## src/rtl/issue_ctrl_if.sv

```systemverilog
// Decoder/issue/write-back bundle for issue_ctrl.
// master: decoder side (drives the in_* instruction fields, observes all results).
// slave : issue_ctrl side (drives in_ready, issue, write-back, scoreboard and stall count).
interface issue_ctrl_if;
    logic        in_valid;
    logic        in_ready;
    logic [4:0]  in_rd;
    logic [4:0]  in_rs1;
    logic [4:0]  in_rs2;
    logic        in_use_rs1;
    logic        in_use_rs2;
    logic        in_reg_write;
    logic [3:0]  in_alu_op;
    logic        iss_valid;
    logic        iss_slow;
    logic [3:0]  iss_op;
    logic [4:0]  iss_rd;
    logic        wb_valid;
    logic [4:0]  wb_rd;
    logic        wb_slow;
    logic [31:0] busy_o;
    logic [31:0] stall_cycles;

    modport master (
        output in_valid, in_rd, in_rs1, in_rs2, in_use_rs1, in_use_rs2, in_reg_write, in_alu_op,
        input  in_ready, iss_valid, iss_slow, iss_op, iss_rd, wb_valid, wb_rd, wb_slow,
        input  busy_o, stall_cycles
    );

    modport slave (
        input  in_valid, in_rd, in_rs1, in_rs2, in_use_rs1, in_use_rs2, in_reg_write, in_alu_op,
        output in_ready, iss_valid, iss_slow, iss_op, iss_rd, wb_valid, wb_rd, wb_slow,
        output busy_o, stall_cycles
    );
endinterface

```

## src/rtl/issue_ctrl.sv

```systemverilog
// In-order issue controller: one decoded instruction per cycle, 32-entry write scoreboard,
// RAW/WAW and write-back collision stalls, one fast single-cycle path plus one
// non-pipelined slow unit (mul/div) sharing a single write-back port.
// Ports:
//   clk   - clock
//   reset - synchronous active-low reset
//   bus   - issue_ctrl_if.slave: in_* decoder handshake, iss_* issue pulse,
//           wb_* write-back, busy_o scoreboard, stall_cycles counter
module issue_ctrl #(
    parameter int unsigned MUL_LAT = 3,
    parameter int unsigned DIV_LAT = 8
) (
    input logic         clk,
    input logic         reset,
    issue_ctrl_if.slave bus
);
    localparam logic [3:0] OpMul = 4'b0011;
    localparam logic [3:0] OpDiv = 4'b0100;

    localparam logic [7:0] MulLat = MUL_LAT[7:0];
    localparam logic [7:0] DivLat = DIV_LAT[7:0];

    logic        iss_valid_q, iss_slow_q, iss_wr_q;
    logic [3:0]  iss_op_q;
    logic [4:0]  iss_rd_q;
    logic        wb_valid_q, wb_slow_q;
    logic [4:0]  wb_rd_q;
    logic        slow_active_q, slow_wr_q;
    logic [7:0]  slow_cnt_q;
    logic [4:0]  slow_rd_q;
    logic [31:0] busy_q, busy_d;
    logic [31:0] stall_q, stall_d;

    logic       is_slow, wr_eff, accept, in_ready;
    logic       slow_fire, fast_fire;
    logic [7:0] lat;

    always_comb begin
        is_slow = (bus.in_alu_op == OpMul) || (bus.in_alu_op == OpDiv);
        lat     = (bus.in_alu_op == OpMul) ? MulLat : DivLat;
        wr_eff  = bus.in_reg_write && (bus.in_rd != 5'd0);

        in_ready = reset
                 && !(bus.in_use_rs1 && busy_q[bus.in_rs1])
                 && !(bus.in_use_rs2 && busy_q[bus.in_rs2])
                 && !(bus.in_reg_write && busy_q[bus.in_rd]);
        if (is_slow) begin
            // A new slow op may enter in the previous one's write-back cycle.
            in_ready = in_ready && (!slow_active_q || (slow_cnt_q == 8'd0));
        end else begin
            // A fast op accepted now would write back exactly when the slow op does.
            in_ready = in_ready && !(slow_active_q && (slow_cnt_q == 8'd2));
        end
        accept = bus.in_valid && in_ready;

        // Write-back registers are loaded one cycle ahead of the wb cycle.
        slow_fire = slow_active_q && (slow_cnt_q == 8'd1);
        fast_fire = iss_valid_q && !iss_slow_q;
    end

    always_comb begin
        busy_d = busy_q;
        if (wb_valid_q) busy_d[wb_rd_q] = 1'b0;
        if (accept && wr_eff) busy_d[bus.in_rd] = 1'b1;
        busy_d[0] = 1'b0;

        stall_d = stall_q;
        if (bus.in_valid && !in_ready && (stall_q != 32'hffff_ffff)) stall_d = stall_q + 32'd1;
    end

    always_ff @(posedge clk) begin
        if (!reset) begin
            iss_valid_q   <= 1'b0;
            iss_slow_q    <= 1'b0;
            iss_wr_q      <= 1'b0;
            iss_op_q      <= 4'd0;
            iss_rd_q      <= 5'd0;
            wb_valid_q    <= 1'b0;
            wb_slow_q     <= 1'b0;
            wb_rd_q       <= 5'd0;
            slow_active_q <= 1'b0;
            slow_wr_q     <= 1'b0;
            slow_cnt_q    <= 8'd0;
            slow_rd_q     <= 5'd0;
            busy_q        <= 32'd0;
            stall_q       <= 32'd0;
        end else begin
            iss_valid_q <= accept;
            if (accept) begin
                iss_slow_q <= is_slow;
                iss_wr_q   <= wr_eff;
                iss_op_q   <= bus.in_alu_op;
                iss_rd_q   <= bus.in_rd;
            end

            if (accept && is_slow) begin
                slow_active_q <= 1'b1;
                slow_cnt_q    <= lat;
                slow_rd_q     <= bus.in_rd;
                slow_wr_q     <= wr_eff;
            end else if (slow_active_q) begin
                if (slow_cnt_q == 8'd0) slow_active_q <= 1'b0;
                else slow_cnt_q <= slow_cnt_q - 8'd1;
            end

            // slow_fire and fast_fire are mutually exclusive by the collision stall.
            wb_valid_q <= (slow_fire && slow_wr_q) || (fast_fire && iss_wr_q);
            if (slow_fire) begin
                wb_rd_q   <= slow_rd_q;
                wb_slow_q <= 1'b1;
            end else if (fast_fire) begin
                wb_rd_q   <= iss_rd_q;
                wb_slow_q <= 1'b0;
            end

            busy_q  <= busy_d;
            stall_q <= stall_d;
        end
    end

    assign bus.in_ready     = in_ready;
    assign bus.iss_valid    = iss_valid_q;
    assign bus.iss_slow     = iss_slow_q;
    assign bus.iss_op       = iss_op_q;
    assign bus.iss_rd       = iss_rd_q;
    assign bus.wb_valid     = wb_valid_q;
    assign bus.wb_rd        = wb_rd_q;
    assign bus.wb_slow      = wb_slow_q;
    assign bus.busy_o       = busy_q;
    assign bus.stall_cycles = stall_q;
endmodule

```

## src/flat_wrapper.sv

```systemverilog
// flat-port wrapper written by rule: the top's interface ports become plain ports
module issue_ctrl_flat 
#(
    parameter int unsigned MUL_LAT = 3,
    parameter int unsigned DIV_LAT = 8
)
  (clk, reset, bus_in_valid, bus_in_rd, bus_in_rs1, bus_in_rs2, bus_in_use_rs1, bus_in_use_rs2, bus_in_reg_write, bus_in_alu_op, bus_in_ready, bus_iss_valid, bus_iss_slow, bus_iss_op, bus_iss_rd, bus_wb_valid, bus_wb_rd, bus_wb_slow, bus_busy_o, bus_stall_cycles);
  issue_ctrl_if bus_i ();
  input logic clk;
  input logic reset;
  input wire logic [$bits(bus_i.in_valid)-1:0] bus_in_valid;
  input wire logic [$bits(bus_i.in_rd)-1:0] bus_in_rd;
  input wire logic [$bits(bus_i.in_rs1)-1:0] bus_in_rs1;
  input wire logic [$bits(bus_i.in_rs2)-1:0] bus_in_rs2;
  input wire logic [$bits(bus_i.in_use_rs1)-1:0] bus_in_use_rs1;
  input wire logic [$bits(bus_i.in_use_rs2)-1:0] bus_in_use_rs2;
  input wire logic [$bits(bus_i.in_reg_write)-1:0] bus_in_reg_write;
  input wire logic [$bits(bus_i.in_alu_op)-1:0] bus_in_alu_op;
  output wire logic [$bits(bus_i.in_ready)-1:0] bus_in_ready;
  output wire logic [$bits(bus_i.iss_valid)-1:0] bus_iss_valid;
  output wire logic [$bits(bus_i.iss_slow)-1:0] bus_iss_slow;
  output wire logic [$bits(bus_i.iss_op)-1:0] bus_iss_op;
  output wire logic [$bits(bus_i.iss_rd)-1:0] bus_iss_rd;
  output wire logic [$bits(bus_i.wb_valid)-1:0] bus_wb_valid;
  output wire logic [$bits(bus_i.wb_rd)-1:0] bus_wb_rd;
  output wire logic [$bits(bus_i.wb_slow)-1:0] bus_wb_slow;
  output wire logic [$bits(bus_i.busy_o)-1:0] bus_busy_o;
  output wire logic [$bits(bus_i.stall_cycles)-1:0] bus_stall_cycles;
  assign bus_i.in_valid = bus_in_valid;
  assign bus_i.in_rd = bus_in_rd;
  assign bus_i.in_rs1 = bus_in_rs1;
  assign bus_i.in_rs2 = bus_in_rs2;
  assign bus_i.in_use_rs1 = bus_in_use_rs1;
  assign bus_i.in_use_rs2 = bus_in_use_rs2;
  assign bus_i.in_reg_write = bus_in_reg_write;
  assign bus_i.in_alu_op = bus_in_alu_op;
  assign bus_in_ready = bus_i.in_ready;
  assign bus_iss_valid = bus_i.iss_valid;
  assign bus_iss_slow = bus_i.iss_slow;
  assign bus_iss_op = bus_i.iss_op;
  assign bus_iss_rd = bus_i.iss_rd;
  assign bus_wb_valid = bus_i.wb_valid;
  assign bus_wb_rd = bus_i.wb_rd;
  assign bus_wb_slow = bus_i.wb_slow;
  assign bus_busy_o = bus_i.busy_o;
  assign bus_stall_cycles = bus_i.stall_cycles;
  issue_ctrl #(.MUL_LAT(MUL_LAT), .DIV_LAT(DIV_LAT)) u_core (.clk(clk), .reset(reset), .bus(bus_i));
endmodule
```

## config.mk

```make
export PLATFORM = sky130hd
export DESIGN_NAME = issue_ctrl_flat
export DESIGN_NICKNAME = d
export VERILOG_FILES = /design/src/rtl/issue_ctrl_if.sv /design/src/rtl/issue_ctrl.sv /design/src/flat_wrapper.sv
export SDC_FILE = /design/constraint.sdc
export NUM_CORES = 1
export LEC_CHECK = 0
export CAP_MARGIN = 40
export CORE_MARGIN = 3
export CORE_UTILIZATION = 36
export DETAILED_ROUTE_END_ITERATION = 12
export PLACE_DENSITY = 0.56
export SLEW_MARGIN = 20
export SYNTH_ARGS = -nofsm -noshare
export SYNTH_HDL_FRONTEND = slang
export SYNTH_SLANG_ARGS = --single-unit
```

## constraint.sdc

```tcl
create_clock -name clk -period 4.07 [get_ports clk]
set_input_delay 0.6105 -clock clk [delete_from_list [all_inputs] [get_ports clk]]
set_output_delay 0.6105 -clock clk [all_outputs]
set_load 0.01 [all_outputs]
```

==> results of run 1 <==
[worst paths after layout]
kind                                      from                                to  slack [ns]  depth (start not counted)
max                              bus_in_rs2[1]                      bus_in_ready        0.16                          7
min            u_core.bus.wb_slow$_SDFFE_PN0P_   u_core.bus.wb_slow$_SDFFE_PN0P_        0.46                          2
max reg2reg  u_core.slow_cnt_q[3]$_SDFFE_PN0P_  u_core.bus.busy_o[15]$_SDFF_PN0_        0.72                          8
min reg2reg    u_core.bus.wb_slow$_SDFFE_PN0P_   u_core.bus.wb_slow$_SDFFE_PN0P_        0.46                          2
[per-stage QoR]
stage	cell area [sq um]	util, %	cells
4_1_cts	6830	48.6	861
3_5_place_dp	6510	46.3	845
2_1_floorplan	5240	-	582
6_report	6840	48.7	862
5_1_grt	6840	48.7	862
3_3_place_gp	6510	46.3	845
[flip-flops by register name, indices dropped and copies added, names as in the netlist, 4 cells and up]
signal                   cells
u_core.bus.stall_cycles     32
u_core.slow_cnt_q            8
u_core.slow_rd_q             5
u_core.bus.iss_op            4
u_core.bus.busy_o           31
u_core.bus.iss_rd            5
u_core.bus.wb_rd             5
[critical path, delay by kind of cell]
| kind | cells | cell delay, ns |
|---|---|---|
| multiplexers | 2 | 0.66 |
| buffers and inverters | 2 | 1.24 |
| AO/OA/AOI/OAI | 2 | 0.64 |
| AND/OR/NAND/NOR | 1 | 0.13 |
[cell usage in the layout, fill, tap and decap left out, types with 12 or more instances in the layout]
cell	count
nor2_1	36
mux2i_1	56
nand4_1	16
clkdlybuf4s50_1	105
o21ai_0	41
a21oi_1	25
inv_1	13
nand2b_1	13
or3_1	13
buf_4	15
mux4_2	12
nand2_1	35
nor3_1	13
o211ai_1	34
nand3_1	18
dfxtp_1	97
[metal layers]
metal | part of all wire, % | wire [um]
met4 | 1.7 | 283
met2 | 45 | 7420
met1 | 46 | 7610
met5 | 0 | 0
met3 | 6.5 | 1070
[cells by family (layout without fill, tap and decap cells)]
logic type,after synthesis,after routing,synth area share (%)
AO/OA/AOI/OAI,149,149,18.8
XOR/XNOR,5,5,0.835
adder cells (fa/ha/maj),5,5,1.19
buffers and inverters,52,152,4.10
flip-flops,97,97,37.0
multiplexers,68,68,15.8
other,1,1,0.0715
AND/OR/NAND/NOR,205,205,22.1
[cell type report]
type                            count  share of cell area (%)
Clock buffer                       10                    3.35
Timing Repair Buffer              123                    17.6
Sequential cell                    97                    28.4
Tap cell                          180                    3.29
Clock inverter                      6                    1.34
Inverter                           13                   0.713
Multi-Input combinational cell    433                    45.3
[power by group through the flow]
stage | sequential [W] | combinational, W | clock (W)
detailed placement | 0.000991 | 0.000188 | 0
global placement | 0.000991 | 0.000186 | 0
finish | 0.000970 | 0.000188 | 0.000922
floorplan | 0.000992 | 0.000106 | 0
global route | 0.000971 | 0.000205 | 0.000988
CTS | 0.000970 | 0.000189 | 0.000943
[Yosys cell counts (3+ instances only)]
cell type,instances,area [sq um]
xnor2_1,3,26.3
nand4b_1,3,26.3
and2_1,7,43.8
o211ai_1,34,255
a21oi_1,25,125
nor2b_1,3,18.8
or3_1,13,81.3
and4_1,3,26.3
mux2i_1,56,561
clkbuf_1,27,101
nor2_1,36,135
o311ai_0,3,26.3
o22ai_1,7,43.8
nand2_1,35,131
a211oi_1,7,52.6
o31ai_1,8,60.1
nand3b_1,9,67.6
nand2b_1,13,81.3
dfxtp_1,97,1940
buf_4,3,22.5
nor3_1,13,65.1
o21a_1,3,22.5
nor4_1,8,50.1
or4_1,8,60.1
inv_1,13,48.8
mux4_2,12,270
and3_1,4,25.0
o21ai_0,41,205
or3b_2,6,52.6
buf_2,7,35.0
nand3_1,18,90.1
nand4_1,16,100
ha_1,5,62.6
==> flow_summary_export.csv, run 1 <==
group,metric,value,unit
placed_design,portBuffers,106,
logic_synthesis,syn_avg_cell_area,9.01,sq um
power,p_switching,0.000493,W
setup_path,critPathSlowestCell,"clkdlybuf4s50_1",
global_routing,grtUsageMet3,4.76,%
timing,rsz0062_at_grt,"false",
power,ir_worst_vdd,0.212,mV
floorplan,rows,43,
power,p_int,0.00159,W
finish,areaGrowthSynthToFinish,30.5,%
global_routing,antenna_found_initial,0,
finish,final_layout_size_suffix_gt1_share,9.24,%
logic_synthesis,netlist_area,0.00524,sq mm
timing,period_share,96.0,%
setup_path,cp.arrival,3.30,ns
cts,cts.sinks,97,
cts,cts_root_buf,"clkbuf_16",
timing,max_slew.worst_pin.slew,0.630,ns
floorplan,die_height,127,um
cts,postCtsSetupBuffers,0,
timing,setup_violations,0,
global_routing,grt_overflow,0,
setup_path,path_cells,"clkdlybuf4s50_1, mux2i_1, mux4_2, o311a_1, a41oi_2, nor3_1, clkdlybuf4s50_1",
global_routing,grt_util_met2,30.7,%
finish,multi_input_area,0.00310,sq mm
setup_path,cp.required,3.46,ns
timing,finalMaxSlewViolations,0,
logic_synthesis,syn_inst,582,
timing,slew_headroom,58.0,%
finish,fillCellCount,1339,
drt,vias,5029,
logic_synthesis,yosys_most_used_dff,"dfxtp_1",
power,switching_share,23.7,%
timing,whs,0.460,ns
placed_design,dp_hpwl,11900,um
setup_path,critPathMaxStageDelay,0.75,ns
cts,hold_buffers,0,
hold_path,hp-class,"register to register",
setup_path,crit_path_max_fanout,8,
logic_synthesis,async_flop_share,0,%
timing,finalClockSkew,0.00653,ns
timing,max_freq,256,MHz
power,p_seq_share,46.6,%
finish,ff_latch_area,0.00194,sq mm
setup_path,cp-start-kind,"input pin",
drt,drt-initial-drc-count,393,
floorplan,core,0.0140,sq mm
drt,routedWlPerCell,19.0,um
drt,firstDrtPassIters,7,
timing,setup_slack,0.164,ns
global_routing,first_global_vias,4708,
setup_path,cpMostUsedCell,"clkdlybuf4s50_1",
finish,diodes,0,
floorplan,die_w,127,um
cts,numCtsBuffers,9,
timing,hold_viol_final,0,
power,clkPwrFrac,44.3,%
timing,finalCriticalPeriod,3.91,ns
logic_synthesis,ys_warn_count,0,
drt,viasPerCell,5.83,
logic_synthesis,ys_ff_latch,97,
global_routing,grt_start_max_net_pins,61,
floorplan,die-area,0.0161,sq mm
cts,htreeDepth,3,
outcome,status,"finished clean",
drt,totalWireLength,16400,um
global_routing,grt_pass1_wl,26000,um
cts,clk_latency,0.35,ns
logic_synthesis,syn-num-nets,612,
floorplan,io_pins,108,
power,p_total,0.00208,W
cts,clkTransAtPathRegs,0.07,ns
setup_path,critPathCaptureType,"primary output",
finish,nets,707,
power,power_density,304,mW/mm^2
cts,clock_path_buffers,2,
power,p_leak,2.28,nW
timing,tns,0,ns
global_routing,busiest_layer,"met2",
placed_design,place_congestion,0.809,
logic_synthesis,synth.distinct_cells,61,
cts,cts_tree,"built",
setup_path,critPathKind,"input pin to primary output",
floorplan,start_util,37.3,%
global_routing,grt_use_total,20.2,%
logic_synthesis,yosysSeqAreaShare,37.0,%
power,p_comb_share,9.1,%
cts,cts_resized,0,
drt,drtAntennaViolNets,0,
global_routing,grtUsageMet1,28.8,%
placed_design,dpl_worst_slack,0.138,ns
drt,drc,0,
run,drv_cap,0,
logic_synthesis,synth-edff-count,0,
Power figures use the tool's default switching activity.
==> run 2, diff against run 1 <==
--- a/config.mk
+++ b/config.mk
@@ -8,6 +8,7 @@
 export CAP_MARGIN = 40
 export CORE_MARGIN = 3
 export CORE_UTILIZATION = 36
+export CTS_BUF_LIST = sky130_fd_sc_hd__clkbuf_16
 export DETAILED_ROUTE_END_ITERATION = 12
 export PLACE_DENSITY = 0.56
 export SLEW_MARGIN = 20
==> run 2 against run 1 <==
Against the previous run: clock-buffer cell count shrank 1; via count is essentially flat; final cell count is the same; largest cell class unchanged; wire length is essentially flat; die area is the same; non-clock buffer count is the same; sequential share of layout area is the same; setup slack is the same; power shrank 0.11%; flip-flop and latch count is the same.
==> flow_summary_export.csv, run 2 (synthesized netlist as in run 1, its figures left out) <==
group,metric,value,unit
hold_path,min_to,"u_core.bus.wb_slow$_SDFFE_PN0P_",
placed_design,dp_hpwl,11900,um
finish,fillCellCount,1339,
global_routing,first_global_vias,4708,
drt,wl_met3,1070,um
global_routing,grt_overflow,0,
timing,max_freq,256,MHz
setup_path,ff2ff_path_depth,8,
setup_path,crit_path_max_fanout,8,
timing,tns,0,ns
global_routing,grt_start_max_net_pins,61,
global_routing,grt_pass1_wl,26000,um
setup_path,critPathKind,"input pin to primary output",
timing,finalClockSkew,0.00653,ns
placed_design,dpl.cell_count,845,
power,p_total,0.00208,W
cts,cts.sinks,97,
setup_path,reg2reg_slack,0.72,ns
setup_path,path_cells,"clkdlybuf4s50_1, mux2i_1, mux4_2, o311a_1, a41oi_2, nor3_1, clkdlybuf4s50_1",
cts,hold_buffers,0,
drt,drt-initial-drc-count,393,
power,power_density,304,mW/mm^2
finish,final_layout_size_suffix_gt1_share,9.24,%
floorplan,rows,43,
cts,numCtsBuffers,9,
outcome,status,"finished clean",
cts,cts_resized,0,
finish,nets,707,
cts,clock_path_buffers,2,
cts,cts_tree,"built",
floorplan,core,0.0140,sq mm
drt,vias,5027,
global_routing,antenna_found_initial,0,
drt,drtAntennaViolNets,0,
placed_design,place_congestion,0.809,
drt,route.top_layer_used,"met4",
run,drv_cap,0,
setup_path,cp-start-kind,"input pin",
power,ir_worst_vdd,0.212,mV
floorplan,die-area,0.0161,sq mm
hold_path,hp-class,"register to register",
timing,hold_viol_final,0,
global_routing,grt_use_total,20.2,%
drt,viasPerCell,5.83,
cts,clkTransAtPathRegs,0.07,ns
floorplan,start_util,37.3,%
drt,wl_met1,7610,um
setup_path,cp.required,3.46,ns
setup_path,cpMostUsedCell,"clkdlybuf4s50_1",
floorplan,die_height,127,um
drt,wl_met2,7420,um
timing,setup_violations,0,
drt,firstDrtPassIters,7,
drt,drc,0,
cts,cts_root_buf,"clkbuf_16",
placed_design,portBuffers,106,
timing,slew_headroom,58.0,%
timing,finalMaxSlewViolations,0,
setup_path,cp.buffers_inverters,2,
hold_path,hold_path_depth,2,
placed_design,place_area,0.00651,sq mm
timing,max_slew.worst_pin.slew,0.630,ns
setup_path,critPathCaptureType,"primary output",
floorplan,die_w,127,um
finish,diodes,0,
timing,finalCriticalPeriod,3.91,ns
setup_path,path_delay_family,"buffers and inverters",
finish,stdcell_count,862,
floorplan,io_pins,108,
drt,routedWlPerCell,19.0,um
setup_path,r2r_end,"u_core.bus.busy_o[15]$_SDFF_PN0_",
setup_path,timing.critical_path.from,"bus_in_rs2[1]",
cts,postCtsSetupBuffers,0,
finish,final_cell_mix,"105 x clkdlybuf4s50_1, 97 x dfxtp_1, 56 x mux2i_1",
finish,final_area,0.00684,sq mm
setup_path,r2r-start,"u_core.slow_cnt_q[3]$_SDFFE_PN0P_",
finish,largest_reg_flops,32,
finish,areaGrowthSynthToFinish,30.5,%
timing,rsz0062_at_grt,"false",
timing,period_share,96.0,%
power,p_leak,2.28,nW
finish,layout_commonest_cell,"clkdlybuf4s50_1",
setup_path,critPathMaxStageDelay,0.75,ns
cts,clk_latency,0.35,ns
drt,totalWireLength,16400,um
setup_path,critPathSlowestCell,"clkdlybuf4s50_1",
setup_path,cp.arrival,3.30,ns
cts,htreeDepth,3,
hold_path,hp-start,"u_core.bus.wb_slow$_SDFFE_PN0P_",
==> run 2: how the worst max path moves through the flow <==
stage	endpoint	slack (ns)	cells after the start
detailed placement	bus_in_ready	0.14	7
global route	bus_in_ready	0.04	6
CTS	bus_in_ready	0.13	7
finish	bus_in_ready	0.16	7
global placement	bus_in_ready	0.14	6
floorplan	u_core.bus.stall_cycles[16]$_SDFFE_PN0P_	0.91	9
==> run 2: cell type report <==
class                   count  area, sq um  area share [%]
clock buffers               9          225            3.29
well taps                 180          225            3.29
flip-flops and latches     97         1940            28.4
inverters                  13         48.8           0.713
multi-input cells         433         3100            45.3
repair buffers            123         1200            17.6
clock inverters             7         95.1            1.39
==> run 2: report_power, final <==
part / switching [W] / leakage (nW) / internal (W)
clock: 0.000380 / 0.161 / 0.000540
combinational: 0.000102 / 1.34 / 0.0000860
sequential: 0.0000108 / 0.783 / 0.000959
==> run 2: metrics by stage <==
stage / worst slack (ns) / hold slack [ns] / util, %
final: 0.164 / 0.460 / 48.7
after global routing: 0.0430 / 0.516 / 48.7
after CTS: 0.129 / 0.468 / 48.6
after detailed placement: 0.138 / 0.452 / 46.3
after global placement: 0.140 / 0.452 / 46.3
after floorplan: 0.912 / 0.460 / -
==> run 2: per-layer routing <==
metal / track usage [%] / vias up
met4: 5.62 / 0
met5: 0 / -
met2: 30.7 / 176
li1: - / 2391
met1: 28.8 / 2433
met3: 4.76 / 27
==> run 2: tightest hold or removal path, stage by stage, from the launching register on <==
cell and delay (ns):
dfxtp_1 0.31, nand2_1 0.05, a21oi_1 0.05
